### config.mk
export PLATFORM = sky130hd
export DESIGN_NAME = vga_timing
export DESIGN_NICKNAME = d
export VERILOG_FILES = /design/src/rtl/vga_pkg.sv /design/src/rtl/vga_axis_counter.sv /design/src/rtl/vga_timing.sv
export SDC_FILE = /design/constraint.sdc
export NUM_CORES = 1
export LEC_CHECK = 0
export ABC_AREA = 1
export BUFFER_PORTS_ARGS = -buffer_cell sky130_fd_sc_hd__buf_2
export CORE_MARGIN = 3
export CORE_UTILIZATION = 50
export CTS_BUF_LIST = sky130_fd_sc_hd__clkbuf_4
export DETAILED_ROUTE_END_ITERATION = 10
export HOLD_SLACK_MARGIN = 0.15
export PLACE_DENSITY_LB_ADDON = 0.1
export SETUP_SLACK_MARGIN = 0.3
export SLEW_MARGIN = 30
export SYNTH_ARGS = -nofsm -noshare
export SYNTH_HDL_FRONTEND = slang
export SYNTH_SLANG_ARGS = --single-unit
### constraint.sdc
create_clock -name i_clk -period 1.2 [get_ports i_clk]
set_input_delay 0.24 -clock i_clk [delete_from_list [all_inputs] [get_ports i_clk]]
set_output_delay 0.24 -clock i_clk [all_outputs]
set_load 0.005 [all_outputs]
### src/rtl/vga_pkg.sv
// vga_pkg: default 640x480@60 raster timing, derived totals, default sync
// polarity and the coordinate width shared by vga_timing and its counters.
package vga_pkg;

  localparam int unsigned COORD_W   = 10;
  localparam int unsigned COORD_MAX = 2**COORD_W;

  localparam int unsigned H_VISIBLE_DEF = 640;
  localparam int unsigned H_FRONT_DEF   = 16;
  localparam int unsigned H_SYNC_DEF    = 96;
  localparam int unsigned H_BACK_DEF    = 48;
  localparam int unsigned V_VISIBLE_DEF = 480;
  localparam int unsigned V_FRONT_DEF   = 10;
  localparam int unsigned V_SYNC_DEF    = 2;
  localparam int unsigned V_BACK_DEF    = 33;

  localparam logic SYNC_ACTIVE_DEF = 1'b0;

  function automatic int unsigned axis_total(input int unsigned vis, input int unsigned front,
                                             input int unsigned sync, input int unsigned back);
    return vis + front + sync + back;
  endfunction

  localparam int unsigned H_TOTAL_DEF =
    axis_total(H_VISIBLE_DEF, H_FRONT_DEF, H_SYNC_DEF, H_BACK_DEF);
  localparam int unsigned V_TOTAL_DEF =
    axis_total(V_VISIBLE_DEF, V_FRONT_DEF, V_SYNC_DEF, V_BACK_DEF);

endpackage

### src/rtl/vga_axis_counter.sv
// vga_axis_counter: wrapping 0..TOTAL-1 counter for one raster axis.
//   i_clk, i_reset_n : clock, async active-low reset (count -> 0)
//   i_en             : advance one step (wraps from TOTAL-1 to 0)
//   o_count          : current position
//   o_tc             : count == TOTAL-1
//   o_in_range       : RANGE_LO <= count <= RANGE_HI (inclusive)
module vga_axis_counter
  import vga_pkg::*;
#(
  parameter int unsigned TOTAL    = 800,
  parameter int unsigned RANGE_LO = 656,
  parameter int unsigned RANGE_HI = 751
) (
  input  logic               i_clk,
  input  logic               i_reset_n,
  input  logic               i_en,
  output logic [COORD_W-1:0] o_count,
  output logic               o_tc,
  output logic               o_in_range
);

  logic [COORD_W-1:0] count_q, count_d;

  always_comb begin
    count_d = count_q;
    if (i_en) begin
      count_d = o_tc ? '0 : count_q + COORD_W'(1);
    end
  end

  always_ff @(posedge i_clk or negedge i_reset_n) begin
    if (!i_reset_n) begin
      count_q <= '0;
    end else begin
      count_q <= count_d;
    end
  end

  assign o_count    = count_q;
  assign o_tc       = (count_q == COORD_W'(TOTAL - 1));
  assign o_in_range = (count_q >= COORD_W'(RANGE_LO)) && (count_q <= COORD_W'(RANGE_HI));

endmodule

### src/rtl/vga_timing.sv
// vga_timing: VGA raster generator. Pixel strobe divider, X/Y counters,
// visible/line/frame decodes, and a pin-aligned output register for sync
// and renderer colour.
//   i_clk, i_reset_n     : clock, async active-low reset
//   i_r, i_g, i_b        : renderer colour for the current pixel
//   o_pix_en             : pixel strobe, one i_clk wide
//   o_pixel_x/o_pixel_y  : current pixel coordinates
//   o_visible            : current pixel is in the active area
//   o_line_tick          : last pixel of a line is being consumed
//   o_frame_tick         : pixel (0, TICK_LINE) is being consumed
//   o_hsync/o_vsync      : registered sync, aligned with o_r/o_g/o_b
//   o_r, o_g, o_b        : registered colour, blanked outside the active area
module vga_timing
  import vga_pkg::*;
#(
  parameter int unsigned H_VISIBLE   = H_VISIBLE_DEF,
  parameter int unsigned H_FRONT     = H_FRONT_DEF,
  parameter int unsigned H_SYNC      = H_SYNC_DEF,
  parameter int unsigned H_BACK      = H_BACK_DEF,
  parameter int unsigned V_VISIBLE   = V_VISIBLE_DEF,
  parameter int unsigned V_FRONT     = V_FRONT_DEF,
  parameter int unsigned V_SYNC      = V_SYNC_DEF,
  parameter int unsigned V_BACK      = V_BACK_DEF,
  parameter logic        SYNC_ACTIVE = SYNC_ACTIVE_DEF,
  parameter int unsigned CLK_DIV     = 1,
  parameter int unsigned TICK_LINE   = 481
) (
  input  logic               i_clk,
  input  logic               i_reset_n,
  input  logic               i_r,
  input  logic               i_g,
  input  logic               i_b,
  output logic               o_pix_en,
  output logic [COORD_W-1:0] o_pixel_x,
  output logic [COORD_W-1:0] o_pixel_y,
  output logic               o_visible,
  output logic               o_line_tick,
  output logic               o_frame_tick,
  output logic               o_hsync,
  output logic               o_vsync,
  output logic               o_r,
  output logic               o_g,
  output logic               o_b
);

  localparam int unsigned H_TOTAL = axis_total(H_VISIBLE, H_FRONT, H_SYNC, H_BACK);
  localparam int unsigned V_TOTAL = axis_total(V_VISIBLE, V_FRONT, V_SYNC, V_BACK);
  localparam int unsigned DIV_W   = (CLK_DIV > 1) ? $clog2(CLK_DIV) : 1;
  localparam logic [DIV_W-1:0] DIV_LAST = DIV_W'(CLK_DIV - 1);

  if (H_TOTAL > COORD_MAX) begin : g_h_total_err
    $error("vga_timing: H_TOTAL exceeds coordinate range");
  end
  if (V_TOTAL > COORD_MAX) begin : g_v_total_err
    $error("vga_timing: V_TOTAL exceeds coordinate range");
  end
  if (CLK_DIV < 1) begin : g_clk_div_err
    $error("vga_timing: CLK_DIV must be at least 1");
  end

  // The strobe is registered so it is 0 during reset; div_q therefore runs one
  // cycle ahead of pix_en_q, and the first strobe lands CLK_DIV edges after release.
  logic [DIV_W-1:0] div_q, div_d;
  logic             pix_en_q, pix_en_d;

  always_comb begin
    div_d    = (div_q == DIV_LAST) ? '0 : div_q + DIV_W'(1);
    pix_en_d = (div_q == DIV_LAST);
  end

  always_ff @(posedge i_clk or negedge i_reset_n) begin
    if (!i_reset_n) begin
      div_q    <= '0;
      pix_en_q <= 1'b0;
    end else begin
      div_q    <= div_d;
      pix_en_q <= pix_en_d;
    end
  end

  logic [COORD_W-1:0] x, y;
  logic               h_tc, h_sync_rng, v_sync_rng, h_wrap;
  logic               v_tc_unused;  // frame tick decodes TICK_LINE, not the V wrap

  assign h_wrap = pix_en_q & h_tc;

  vga_axis_counter #(
    .TOTAL   (H_TOTAL),
    .RANGE_LO(H_VISIBLE + H_FRONT),
    .RANGE_HI(H_VISIBLE + H_FRONT + H_SYNC - 1)
  ) u_h_cnt (
    .i_clk     (i_clk),
    .i_reset_n (i_reset_n),
    .i_en      (pix_en_q),
    .o_count   (x),
    .o_tc      (h_tc),
    .o_in_range(h_sync_rng)
  );

  vga_axis_counter #(
    .TOTAL   (V_TOTAL),
    .RANGE_LO(V_VISIBLE + V_FRONT),
    .RANGE_HI(V_VISIBLE + V_FRONT + V_SYNC - 1)
  ) u_v_cnt (
    .i_clk     (i_clk),
    .i_reset_n (i_reset_n),
    .i_en      (h_wrap),
    .o_count   (y),
    .o_tc      (v_tc_unused),
    .o_in_range(v_sync_rng)
  );

  assign o_pix_en     = pix_en_q;
  assign o_pixel_x    = x;
  assign o_pixel_y    = y;
  assign o_visible    = (x < COORD_W'(H_VISIBLE)) && (y < COORD_W'(V_VISIBLE));
  assign o_line_tick  = h_wrap;
  assign o_frame_tick = pix_en_q && (x == '0) && (y == COORD_W'(TICK_LINE));

  // Sync and colour for pixel N are captured on the same strobe so the pins
  // carry them with identical one-pixel latency.
  logic       hsync_q, hsync_d, vsync_q, vsync_d;
  logic [2:0] rgb_q, rgb_d;

  always_comb begin
    hsync_d = hsync_q;
    vsync_d = vsync_q;
    rgb_d   = rgb_q;
    if (pix_en_q) begin
      hsync_d = h_sync_rng ? SYNC_ACTIVE : ~SYNC_ACTIVE;
      vsync_d = v_sync_rng ? SYNC_ACTIVE : ~SYNC_ACTIVE;
      rgb_d   = {i_r, i_g, i_b} & {3{o_visible}};
    end
  end

  always_ff @(posedge i_clk or negedge i_reset_n) begin
    if (!i_reset_n) begin
      hsync_q <= ~SYNC_ACTIVE;
      vsync_q <= ~SYNC_ACTIVE;
      rgb_q   <= '0;
    end else begin
      hsync_q <= hsync_d;
      vsync_q <= vsync_d;
      rgb_q   <= rgb_d;
    end
  end

  assign o_hsync = hsync_q;
  assign o_vsync = vsync_q;
  assign o_r     = rgb_q[2];
  assign o_g     = rgb_q[1];
  assign o_b     = rgb_q[0];

endmodule

==> out/metrics.csv, run 1 <==
stage,metric,value,unit
run_status,error,"[ERROR DPL-0038] Utilization greater than 100%, impossible to legalize",
synthesis,yosysSeqAreaShare,42.20,%
run_status,stop_stage,5_1_grt,
clock_tree,cts_htree_levels,1,
synthesis,yosys_warnings,0,
synthesis,synthMuxAreaShare,0,%
floorplanning,fp-row-count,19,
clock_tree,clock_sinks,26,
floorplanning,initial_core_util,54.25,%
synthesis,async_flop_share,100.0,%
synthesis,synth_cells,216,
synthesis,synth_fa_ha_area_share,4.042,%
synthesis,synth_top_family_by_area,simple AND/OR/NAND/NOR gates,
synthesis,avgSynthCellArea,7.165,µm²
synthesis,ys_ff_latch,26,
sta,crit_endpoint,o_frame_tick,
synthesis,syn_nets,226,
clock_tree,clock_path_buffers,2,
synthesis,synth_edf_count,0,
synthesis,synth.distinct_cells,25,
floorplanning,die-height,61.64,µm
clock_tree,numCtsBuffers,3,
placed_design,globalplace.congestion,0.8742,
synthesis,synth_area,1548,µm²
floorplanning,die_x,61.64,µm
clock_tree,root_buffer,clkbuf_4,
placed_design,portBuffers,33,
synthesis,synth-xor-area-share,1.698,%
run_status,status,aborted with a tool error,
grt,grt_max_degree,16,
floorplanning,pin_count,34,
placed_design,place_ws,-0.2715,ns
sta,worst-ep-kind,primary output,
synthesis,synth-compound-area-share,7.114,%
synthesis,synthFlopType,dfrtp_1,
placed_design,hpwlAfterDp,3416,µm
synthesis,synth-simple-area-share,36.54,%
[stage by stage]
step / cell area [µm²] / instances / setup TNS, ns
2_1_floorplan: 1585 / 216 / -0.8474
3_3_place_gp: 2206 / 332 / -1.892
3_5_place_dp: 2206 / 332 / -2.545
4_1_cts: 2704 / 358 / -7.425
[logic make-up after synthesis]
kind of cell,count (synthesis)
flip-flops,26
AO/OA/AOI/OAI,20
adder cells (fa/ha/maj),5
other,1
XOR/XNOR,3
buffers and inverters,32
AND/OR/NAND/NOR,129
[cell usage after synthesis, types with 2 or more instances]
library cell | n | area share (%)
nor3_1 | 5 | 1.6
o21bai_1 | 2 | 0.97
nand3_1 | 18 | 5.8
inv_1 | 28 | 6.8
nand2_1 | 54 | 13
nand4_1 | 6 | 2.4
dfstp_2 | 2 | 3.4
dfrtp_1 | 24 | 39
ha_1 | 5 | 4.0
xor2_1 | 3 | 1.7
o21ai_0 | 11 | 3.6
nand2_2 | 2 | 0.81
a21oi_1 | 5 | 1.6
nor2_1 | 40 | 9.7
[repair_timing]
| item | in CTS |
|---|---|
| gates resized for setup | 72 |
| hold endpoints to repair | 28 |
| pin swaps | 12 |
| hold buffers | 4 |
| setup endpoints to repair | 54 |
| buffers inserted | 18 |
==> run 2, diff against run 1 <==
Settings changed: CORE_UTILIZATION 50 to 40, CTS_BUF_LIST sky130_fd_sc_hd__clkbuf_4 to default, HOLD_SLACK_MARGIN 0.15 to default, PLACE_DENSITY_LB_ADDON 0.1 to 0.15, SETUP_SLACK_MARGIN 0.3 to default.
Clock period 1.2 ns to 1.56 ns, I/O delays scaled along.
==> run 2 against run 1 <==
The flow now finishes, with violations (setup timing). Area after synthesis stayed put. Synthesized cell count stayed put.
==> out/metrics.csv, run 2 <==
stage,metric,value,unit
run_status,violations,setup timing,
grt,grt_max_degree,27,
clock_tree,numCtsBuffers,3,
floorplanning,fp-row-count,21,
floorplanning,design.die.area,4652,µm²
synthesis,synth_area_leader_cell,dfrtp_1,
synthesis,synth_area,1548,µm²
sta,slew_headroom,59.46,%
run,cap_violations,0,
sta,rsz0062_at_grt,true,
run_status,status,"finished, violations left",
placed_design,placed_cell_area,1896,µm²
cells_and_area,seq_area,654.4,µm²
sta,setup-tns-final,-0.4488,ns
sta,finalHoldViolations,0,
power_and_ir_drop,pwr-share-seq,42.1,%
cells_and_area,syn2layout_area_growth,47.62,%
critical_path,rr_endpoint,u_h_cnt.o_count[5],
route,met3_length,257,µm
clock_tree,cts_tree,yes,
placed_design,place_inst,311,
route,antenna_left,0,
clock_tree,clock_sinks,26,
synthesis,synthFlopType,dfrtp_1,
route,vias_per_cell,5.063,
clock_tree,ctsHoldBuffers,0,
floorplanning,fp.coreArea,3521,µm²
synthesis,synth.distinct_cells,25,
synthesis,ys_ff_latch,26,
hold_path,hold_path_class,primary input to async pin,
synthesis,synth_cells,216,
cells_and_area,nets,299,
synthesis,yosys-top-cells-count,"54 x nand2_1, 40 x nor2_1, 28 x inv_1",
cells_and_area,final_cell_mix,"52 x nand2_1, 34 x buf_4, 32 x buf_2",
sta,slew_viol_final,0,
floorplanning,pin_count,34,
cells_and_area,fill_cells,317,
cells_and_area,multi_input_area,920.9,µm²
clock_tree,path_clk_slew,0.09,ns
sta,period_minus_slack,1.717,ns
sta,max_freq,582.5,MHz
synthesis,synth_top_area_share,38.80,%
route,wl_met2,2198,µm
critical_path,crit_fanout,3,
critical_path,worstSetupPathType,flip-flop to primary output,
route,via_count,1691,
route,wl_met1,2005,µm
route,drtPass1Iterations,5,
placed_design,hpwlAfterDp,3059,µm
critical_path,r2r-start,u_h_cnt.o_count[1],
critical_path,rr_worst_depth,8,
route,routedWlPerCell,13.66,µm
power_and_ir_drop,sw_frac_of_total,32.41,%
sta,setup_violations,7,
grt,grt_remaining_overflow,0,
cells_and_area,final_area,2285,µm²
sta,fin_crit_sh,110.0,%
critical_path,worst_ep_required_time,1.25,ns
floorplanning,die_x,68.21,µm
power_and_ir_drop,irDropWorstVdd,422.4,µV
sta,worstMarginPinSlew,0.6082,ns
clock_tree,root_buffer,clkbuf_8,
clock_tree,clk_latency,0.27,ns
grt,grt_pass1_vias,1488,
cells_and_area,drive_gt1_share,39.58,%
synthesis,synth_edf_count,0,
grt,grt_pass1_wl,7065,µm
cells_and_area,final_util,64.89,%
cells_and_area,layout_commonest_cell,nand2_1,
power_and_ir_drop,netSwitchingPower,0.6572,mW
synthesis,async_flop_share,100.0,%
synthesis,avgSynthCellArea,7.165,µm²
sta,setup_ws,-0.1567,ns
synthesis,synthTopCellsByArea,"dfrtp_1 39%, nand2_1 13%, nor2_1 9.7%, inv_1 6.8%, nand3_1 5.8%",
route,drt_iter0_drc,105,
critical_path,start_kind,flip-flop,
synthesis,yosysSeqAreaShare,42.20,%
floorplanning,die-height,68.21,µm
critical_path,r2r_setup_slack,-0.06,ns
cells_and_area,final_cells,334,
synthesis,syn_nets,226,
route,highest_layer,met4,
floorplanning,initial_core_util,43.96,%
power_and_ir_drop,p_comb_share,30.3,%
power_and_ir_drop,p_leak,1.180,nW
critical_path,arrival,1.40,ns
placed_design,place_ws,0.02123,ns
placed_design,globalplace.congestion,0.8484,
grt,grt_antenna_before_repair,0,
route,drc,0,
synthesis,yosysMostFrequentCell,nand2_1,
synthesis,yosys_warnings,0,
route,drt_wl_total,4564,µm
clock_tree,clock_path_buffers,2,
power_and_ir_drop,powerDensity,887.5,nW/µm²
clock_tree,cts_htree_levels,1,
cells_and_area,n_antenna_cell,0,
placed_design,portBuffers,33,
power_and_ir_drop,internal_power,1.371,mW
critical_path,critPathCaptureType,primary output,
power_and_ir_drop,clock_power_share,27.6,%
grt,grt_use_total,20.27,%
sta,finClkSkew,0.004730,ns
## run 2: cell type report
cell class,count,share of cell area [%]
Tap cell,46,2.519
Inverter,29,4.764
Timing Repair Buffer,71,20.65
Clock inverter,1,1.314
Clock buffer,3,1.807
Multi-Input combinational cell,158,40.31
Sequential cell,26,28.64
## run 2: worst max-delay path: stages, from the launching register on
cell,delay (ns)
dfrtp_1,0.41
ha_2,0.23
nand2_4,0.07
nor2_4,0.14
nand2_4,0.09
nor2_8,0.10
buf_6,0.10
## run 2: power by group through the flow
| stage | Sequential [mW] | Combinational (mW) | Clock [mW] |
|---|---|---|---|
| after floorplan | 0.851 | 0.269 | 0 |
| after global placement | 0.865 | 0.447 | 0 |
| after detailed placement | 0.868 | 0.449 | 0 |
| after CTS | 0.843 | 0.549 | 0.577 |
| after global routing | 0.866 | 0.690 | 0.607 |
| final | 0.853 | 0.614 | 0.561 |
## run 2: worst max path at each step
stage                                  start  slack, ns                 end
final                     u_h_cnt.o_count[1]      -0.16         o_line_tick
after global routing      u_h_cnt.o_count[1]      -0.25         o_line_tick
after CTS                 u_h_cnt.o_count[8]      -0.19        o_frame_tick
after detailed placement  u_h_cnt.o_count[1]       0.02  u_v_cnt.o_count[9]
after global placement    u_h_cnt.o_count[0]       0.04        o_frame_tick
after floorplan           u_v_cnt.o_count[1]       0.22        o_frame_tick
## run 2: kinds of logic after synthesis
logic type	synth area share, %
compound gates	7.114
xor+xnor	1.698
fa+ha+maj	4.042
buf+inv	8.164
flops	42.20
other cells	0.2423
simple gates	36.54
## run 2: stage by stage
step	total power, mW	hold WS, ns
after floorplan	1.120	0.01641
after global placement	1.312	0.3558
after detailed placement	1.316	0.3561
after CTS	1.969	0.05212
after global routing	2.162	0.06847
final	2.028	0.03896
## run 2: timing repair
| item | in CTS | in global routing |
|---|---|---|
| setup endpoints to repair | 3 | 13 |
| endpoints found under the hold margin | 0 | 0 |
| pin swaps | 6 | 10 |
| gates resized for setup | 16 | 35 |
| buffers inserted | 13 | 10 |
## run 2: routing by layer
metal,vias to the layer above,GRT usage [%]
met5,-,0
met4,0,4.963
met3,8,3.612
met2,64,32.73
met1,793,27.98
li1,826,-
(Power assumes the default switching activity.)
==> run 3, diff against run 2 <==
Settings changed: ABC_AREA 1 to default, CORE_AREA from default to 3 3 64 66, CORE_MARGIN 3 to default, CORE_UTILIZATION 40 to default, DIE_AREA from default to 0 0 67 69, GPL_ROUTABILITY_DRIVEN from default to 0, SKIP_LAST_GASP from default to 1.
==> run 3 against run 2 <==
The flow still finishes with violations (setup timing). Maximum frequency shrank 12%. Wire length shrank 21%. Combinational power shrank 23%. Utilization shrank 9.5 points. Sequential share of layout area grew 3.8 points. Sequential cell count is the same. Sequential power shrank 5.9%. Critical endpoint unchanged. Critical path depth shrank 2.
==> out/metrics.csv, run 3 <==
stage,metric,value,unit
grt,grt_pass1_wl,6182,µm
floorplanning,die-height,69,µm
critical_path,critPathCaptureType,primary output,
synthesis,synthTopCellsByArea,"dfrtp_1 43%, ha_1 4.4%, nand2_1 4.3%, dfstp_2 3.7%, xnor2_1 3.7%",
synthesis,yosysSeqAreaShare,46.44,%
floorplanning,die_x,67,µm
cells_and_area,final_cell_mix,"38 x buf_4, 32 x buf_2, 24 x dfrtp_1",
floorplanning,fp.coreArea,3633,µm²
sta,setup_ws,-0.3951,ns
critical_path,rr_endpoint,u_v_cnt.o_count[4],
clock_tree,cts_tree,yes,
sta,finClkSkew,0.003778,ns
route,drc,0,
clock_tree,root_buffer,clkbuf_8,
cells_and_area,final_util,55.41,%
synthesis,synth_edf_count,0,
critical_path,start_kind,flip-flop,
cells_and_area,n_antenna_cell,0,
power_and_ir_drop,power,1.714,mW
sta,rsz0062_at_grt,true,
run_status,status,"finished, violations left",
sta,slew_headroom,60.93,%
clock_tree,cts_htree_levels,1,
sta,hold-worst-slack,0.02423,ns
run,cap_violations,0,
synthesis,synth.distinct_cells,42,
route,drtPass1Iterations,4,
sta,finalHoldViolations,0,
route,drt_iter0_drc,65,
power_and_ir_drop,clock_power_share,25.7,%
cells_and_area,drive_gt1_share,48.36,%
critical_path,r2r_setup_slack,-0.36,ns
route,antenna_left,0,
clock_tree,numCtsBuffers,3,
sta,max_freq,511.5,MHz
synthesis,yosys_warnings,0,
critical_path,rr_worst_depth,6,
power_and_ir_drop,sw_frac_of_total,29.67,%
clock_tree,clock_path_buffers,2,
clock_tree,clk_latency,0.27,ns
route,drt_wl_total,3615,µm
power_and_ir_drop,irDropWorstVdd,634.9,µV
floorplanning,fp-row-count,22,
critical_path,arrival,1.64,ns
floorplanning,initial_core_util,38.71,%
floorplanning,pin_count,34,
power_and_ir_drop,internal_power,1.205,mW
synthesis,synth_cells,142,
clock_tree,ctsHoldBuffers,0,
synthesis,synth_area,1406,µm²
route,vias_per_cell,4.977,
placed_design,portBuffers,33,
cells_and_area,final_cells,261,
synthesis,synth_area_leader_cell,dfrtp_1,
cells_and_area,syn2layout_area_growth,43.15,%
synthesis,yosys-top-cells-count,"24 x dfrtp_1, 16 x nand2_1, 11 x inv_1",
route,via_count,1299,
power_and_ir_drop,powerDensity,851.2,nW/µm²
critical_path,r2r-start,u_h_cnt.o_count[5],
power_and_ir_drop,netSwitchingPower,0.5084,mW
critical_path,crit_fanout,5,
cells_and_area,layout_commonest_cell,buf_4,
power_and_ir_drop,p_leak,1.031,nW
synthesis,yosysMostFrequentCell,dfrtp_1,
route,routedWlPerCell,13.85,µm
floorplanning,design.die.area,4623,µm²
synthesis,synth_top_area_share,42.70,%
sta,slew_viol_final,0,
grt,grt_remaining_overflow,0,
sta,fin_crit_sh,125.3,%
grt,grt_use_total,17.36,%
power_and_ir_drop,pwr-share-seq,46.9,%
synthesis,avgSynthCellArea,9.904,µm²
grt,grt_max_degree,27,
sta,setup_violations,16,
run_status,violations,setup timing,
placed_design,place_inst,251,
power_and_ir_drop,p_comb_share,27.5,%
placed_design,place_ws,-0.4030,ns
critical_path,worst_ep_required_time,1.25,ns
synthesis,syn_nets,152,
hold_path,hold_path_class,primary input to async pin,
synthesis,async_flop_share,100.0,%
grt,grt_pass1_vias,1296,
critical_path,crit_start,u_h_cnt.o_count[5],
critical_path,worstSetupPathType,flip-flop to primary output,
cells_and_area,nets,224,
grt,grt_antenna_before_repair,0,
clock_tree,clock_sinks,26,
synthesis,ys_ff_latch,26,
sta,period_minus_slack,1.955,ns
sta,worstMarginPinSlew,0.5860,ns
synthesis,synthFlopType,dfrtp_1,
clock_tree,path_clk_slew,0.09,ns
placed_design,hpwlAfterDp,2742,µm
-- run 3: changes by cell type in the layout (fill, tap and decap cells not counted), sizes merged, moves of 3 or more --
cell and delta:
nand2 -40, nand3 -15, inv -18, xnor2 +6
nor2 -32, and4 +3, o22ai +4, o21ai -3
and3 +5
-- run 3: cells by family after synthesis --
family | Yosys count | share of synthesized area [%]
flip-flops | 26 | 46.44
AO/OA/AOI/OAI | 19 | 8.363
multiplexers | 2 | 1.512
XOR/XNOR | 10 | 6.227
buffers and inverters | 17 | 6.138
adder cells (fa/ha/maj) | 5 | 4.448
AND/OR/NAND/NOR | 62 | 26.60
other | 1 | 0.2666
-- run 3: layout make-up --
class	count	area (µm²)
Fill cell	336	1620
Multi-Input combinational cell	99	721.9
Sequential cell	26	653.1
Clock buffer	4	55.05
Inverter	11	43.79
Timing Repair Buffer	73	479.2
Tap cell	48	60.06
-- run 3: repair_timing --
action / CTS / global route
setup endpoints to repair: 20 / 16
gates cloned: 0 / 0
pin swaps: 10 / 2
buffers inserted: 5 / 1
gates resized for setup: 13 / 5
-- run 3: how the worst max path moves through the flow --
stage                         endpoint  slack [ns]
floorplan           u_v_cnt.o_count[4]       -0.36
finish                     o_line_tick       -0.40
global placement    u_v_cnt.o_count[5]       -0.34
CTS                        o_line_tick       -0.41
global route               o_line_tick       -0.45
detailed placement  u_v_cnt.o_count[5]       -0.40
-- run 3: through the flow --
step           instance area, µm²  TNS [ns]
2_1_floorplan                1429    -3.648
3_3_place_gp                 1854    -3.703
3_5_place_dp                 1854    -4.270
4_1_cts                      1986    -3.960
5_1_grt                      2013    -4.946
6_report                     2013    -3.753
-- run 3: worst max-delay path: stages, from the launching register on --
cell     delay [ns]
dfrtp_1        0.38
and4b_2        0.30
or4b_4         0.52
inv_4          0.08
buf_6          0.09
-- run 3: power by group through the flow --
stage / Clock, mW / Sequential, mW / Combinational (mW)
after floorplan: 0 / 0.856 / 0.191
after global placement: 0 / 0.808 / 0.458
after detailed placement: 0 / 0.816 / 0.468
after CTS: 0.458 / 0.804 / 0.472
after global routing: 0.476 / 0.809 / 0.530
final: 0.440 / 0.803 / 0.471
-- run 3: layer usage --
metal | routed length (µm) | GRT usage (%) | vias to the layer above
met5 | 0 | 0 | -
met4 | 54 | 5.405 | 0
met3 | 156 | 3.909 | 6
met2 | 1746 | 27.18 | 34
met1 | 1657 | 23.51 | 613
li1 | - | - | 646
==> run 4, diff against run 3 <==
==> constraint.sdc (replaced) <==
create_clock -name i_clk -period 1.56 [get_ports i_clk]
set_input_delay 0.156 -clock i_clk [delete_from_list [all_inputs] [get_ports i_clk]]
set_output_delay 0.156 -clock i_clk [all_outputs]
set_load 0.005 [all_outputs]
==> run 4 against run 3 <==
The flow still finishes with violations (setup timing). Clock skew increased by 0.0044 ns. Wire length grew 6.1%. First-iteration DRC count is 11% lower. Die area stayed put. Clock power grew 31%. Largest cell class unchanged. Final area grew 5.8%. Setup slack gained 0.053 ns. Sequential share of layout area decreased by 1.8 points. Critical endpoint unchanged.
==> out/metrics.csv, run 4 (synthesis results as in run 3) <==
stage,metric,value,unit
run_status,status,"finished, violations left",
run_status,violations,setup timing,
grt,grt_antenna_before_repair,0,
power_and_ir_drop,powerDensity,906.6,nW/µm²
route,drt_wl_total,3837,µm
sta,max_freq,525.7,MHz
placed_design,place_inst,247,
floorplanning,design.die.area,4623,µm²
clock_tree,cts_tree,yes,
sta,slew_headroom,60.79,%
placed_design,hpwlAfterDp,2712,µm
sta,rsz0062_at_grt,true,
route,drtPass1Iterations,4,
grt,use_met3,2.443,%
hold_path,hold_start,i_g,
critical_path,r2r-start,u_h_cnt.o_count[5],
hold_path,hold_path_class,primary input to flip-flop,
grt,grt-busiest-layer,met2,
cells_and_area,final_area,2130,µm²
cells_and_area,drive_gt1_share,50.46,%
clock_tree,clock_sinks,26,
sta,period_minus_slack,1.902,ns
grt,grt.met2_usage,28.06,%
cells_and_area,n_antenna_cell,0,
sta,setup_violations,17,
cells_and_area,final_cells,264,
sta,setup-tns-final,-3.573,ns
sta,fin_crit_sh,121.9,%
floorplanning,fp-row-count,22,
route,drc,0,
clock_tree,root_buffer,clkbuf_8,
hold_path,whs_endpoint,rgb_q[1],
placed_design,placed_cell_area,1824,µm²
cells_and_area,syn2layout_area_growth,51.42,%
critical_path,rr_worst_depth,6,
floorplanning,die_x,67,µm
cells_and_area,nets,227,
power_and_ir_drop,irDropWorstVdd,494.3,µV
floorplanning,initial_core_util,38.71,%
clock_tree,cts_htree_levels,1,
route,routedWlPerCell,14.53,µm
critical_path,critPathCaptureType,primary output,
sta,slew_viol_final,0,
critical_path,rr_endpoint,u_v_cnt.o_count[4],
grt,grt_remaining_overflow,0,
placed_design,portBuffers,33,
route,vias_per_cell,5.114,
route,drt_iter0_drc,58,
clock_tree,clk_latency,0.28,ns
floorplanning,die-height,69,µm
power_and_ir_drop,p_leak,1.067,nW
cells_and_area,layout_commonest_cell,buf_4,
clock_tree,path_clk_slew,0.10,ns
clock_tree,clock_path_buffers,2,
grt,grt_pass1_vias,1317,
cells_and_area,final_cell_mix,"34 x buf_4, 32 x buf_2, 24 x dfrtp_1",
critical_path,worst_ep_required_time,1.40,ns
floorplanning,pin_count,34,
critical_path,worstSetupPathType,flip-flop to primary output,
grt,grt_use_total,17.74,%
grt,grt_max_degree,27,
route,antenna_left,0,
critical_path,crit_fanout,3,
floorplanning,fp.coreArea,3633,µm²
hold_path,hold-path-cell-count,3,
sta,finClkSkew,0.008137,ns
sta,setup_ws,-0.3423,ns
critical_path,start_kind,flip-flop,
critical_path,r2r_setup_slack,-0.34,ns
critical_path,arrival,1.75,ns
sta,worstMarginPinSlew,0.5881,ns
run,cap_violations,0,
route,via_count,1350,
sta,finalHoldViolations,0,
grt,met1_usage,24.56,%
clock_tree,numCtsBuffers,3,
grt,grt_pass1_wl,6396,µm
## run 4: changes by cell type in the layout (fill, tap and decap cells not counted), moves of 2 or more
cell	previous run	this run
inv_4	1	3
buf_4	38	34
o21ai_1	6	2
ha_4	0	2
o21ai_2	1	5
buf_6	3	9
inv_2	3	0
## run 4: how the worst max path moves through the flow
stage	start	end	slack (ns)
final	u_h_cnt.o_count[5]	o_line_tick	-0.34
after global routing	u_h_cnt.o_count[1]	u_v_cnt.o_count[4]	-0.40
after CTS	u_h_cnt.o_count[5]	u_v_cnt.o_count[3]	-0.34
after detailed placement	u_h_cnt.o_count[1]	u_v_cnt.o_count[4]	-0.43
after global placement	u_h_cnt.o_count[1]	u_v_cnt.o_count[4]	-0.34
after floorplan	u_h_cnt.o_count[0]	u_v_cnt.o_count[4]	-0.36
## run 4: where the power goes
part	leakage, nW	switching, mW	internal [mW]
clock network	0.0357	0.232	0.344
registers	0.339	0.0631	0.744
logic	0.692	0.270	0.277
total	1.07	0.565	1.37
## run 4: area by class of cell
type / instances / area (µm²)
clock buffers: 3 / 41.29
repair buffers: 76 / 526.8
inverters: 11 / 48.80
fillers: 335 / 1504
well taps: 48 / 60.06
multi-input cells: 99 / 769.5
flip-flops and latches: 26 / 653.1
clock inverters: 1 / 30.03
## run 4: per-layer routing
| metal | wire, µm | vias to the layer above |
|---|---|---|
| li1 | - | 649 |
| met1 | 1768 | 669 |
| met2 | 1876 | 28 |
| met3 | 142 | 4 |
| met4 | 49 | 0 |
| met5 | 0 | - |
## run 4: worst max-delay path: stages (launching register included)
cell     delay (ns)
dfrtp_1        0.39
and4b_2        0.30
or4b_4         0.51
inv_4          0.08
buf_6          0.10
buf_6          0.08
## run 4: repair_timing
item                                    CTS  global route
pin swaps                                 5            10
endpoints found under the setup margin   17            17
gates resized for setup                   7            26
buffers inserted                          5             7
hold buffers                              1             0
endpoints found under the hold margin    24             0
## run 4: through the flow
stage / total power [mW] / hold WS (ns) / setup WS (ns) / utilization (%)
6_report: 1.931 / 0.1090 / -0.3423 / 58.61
5_1_grt: 2.049 / 0.1124 / -0.3985 / 58.61
4_1_cts: 1.881 / 0.1056 / -0.3410 / 54.27
3_5_place_dp: 1.284 / 0.1922 / -0.4278 / 50.21
3_3_place_gp: 1.268 / 0.1875 / -0.3438 / 50.21
2_1_floorplan: 1.048 / -0.1396 / -0.3650 / -
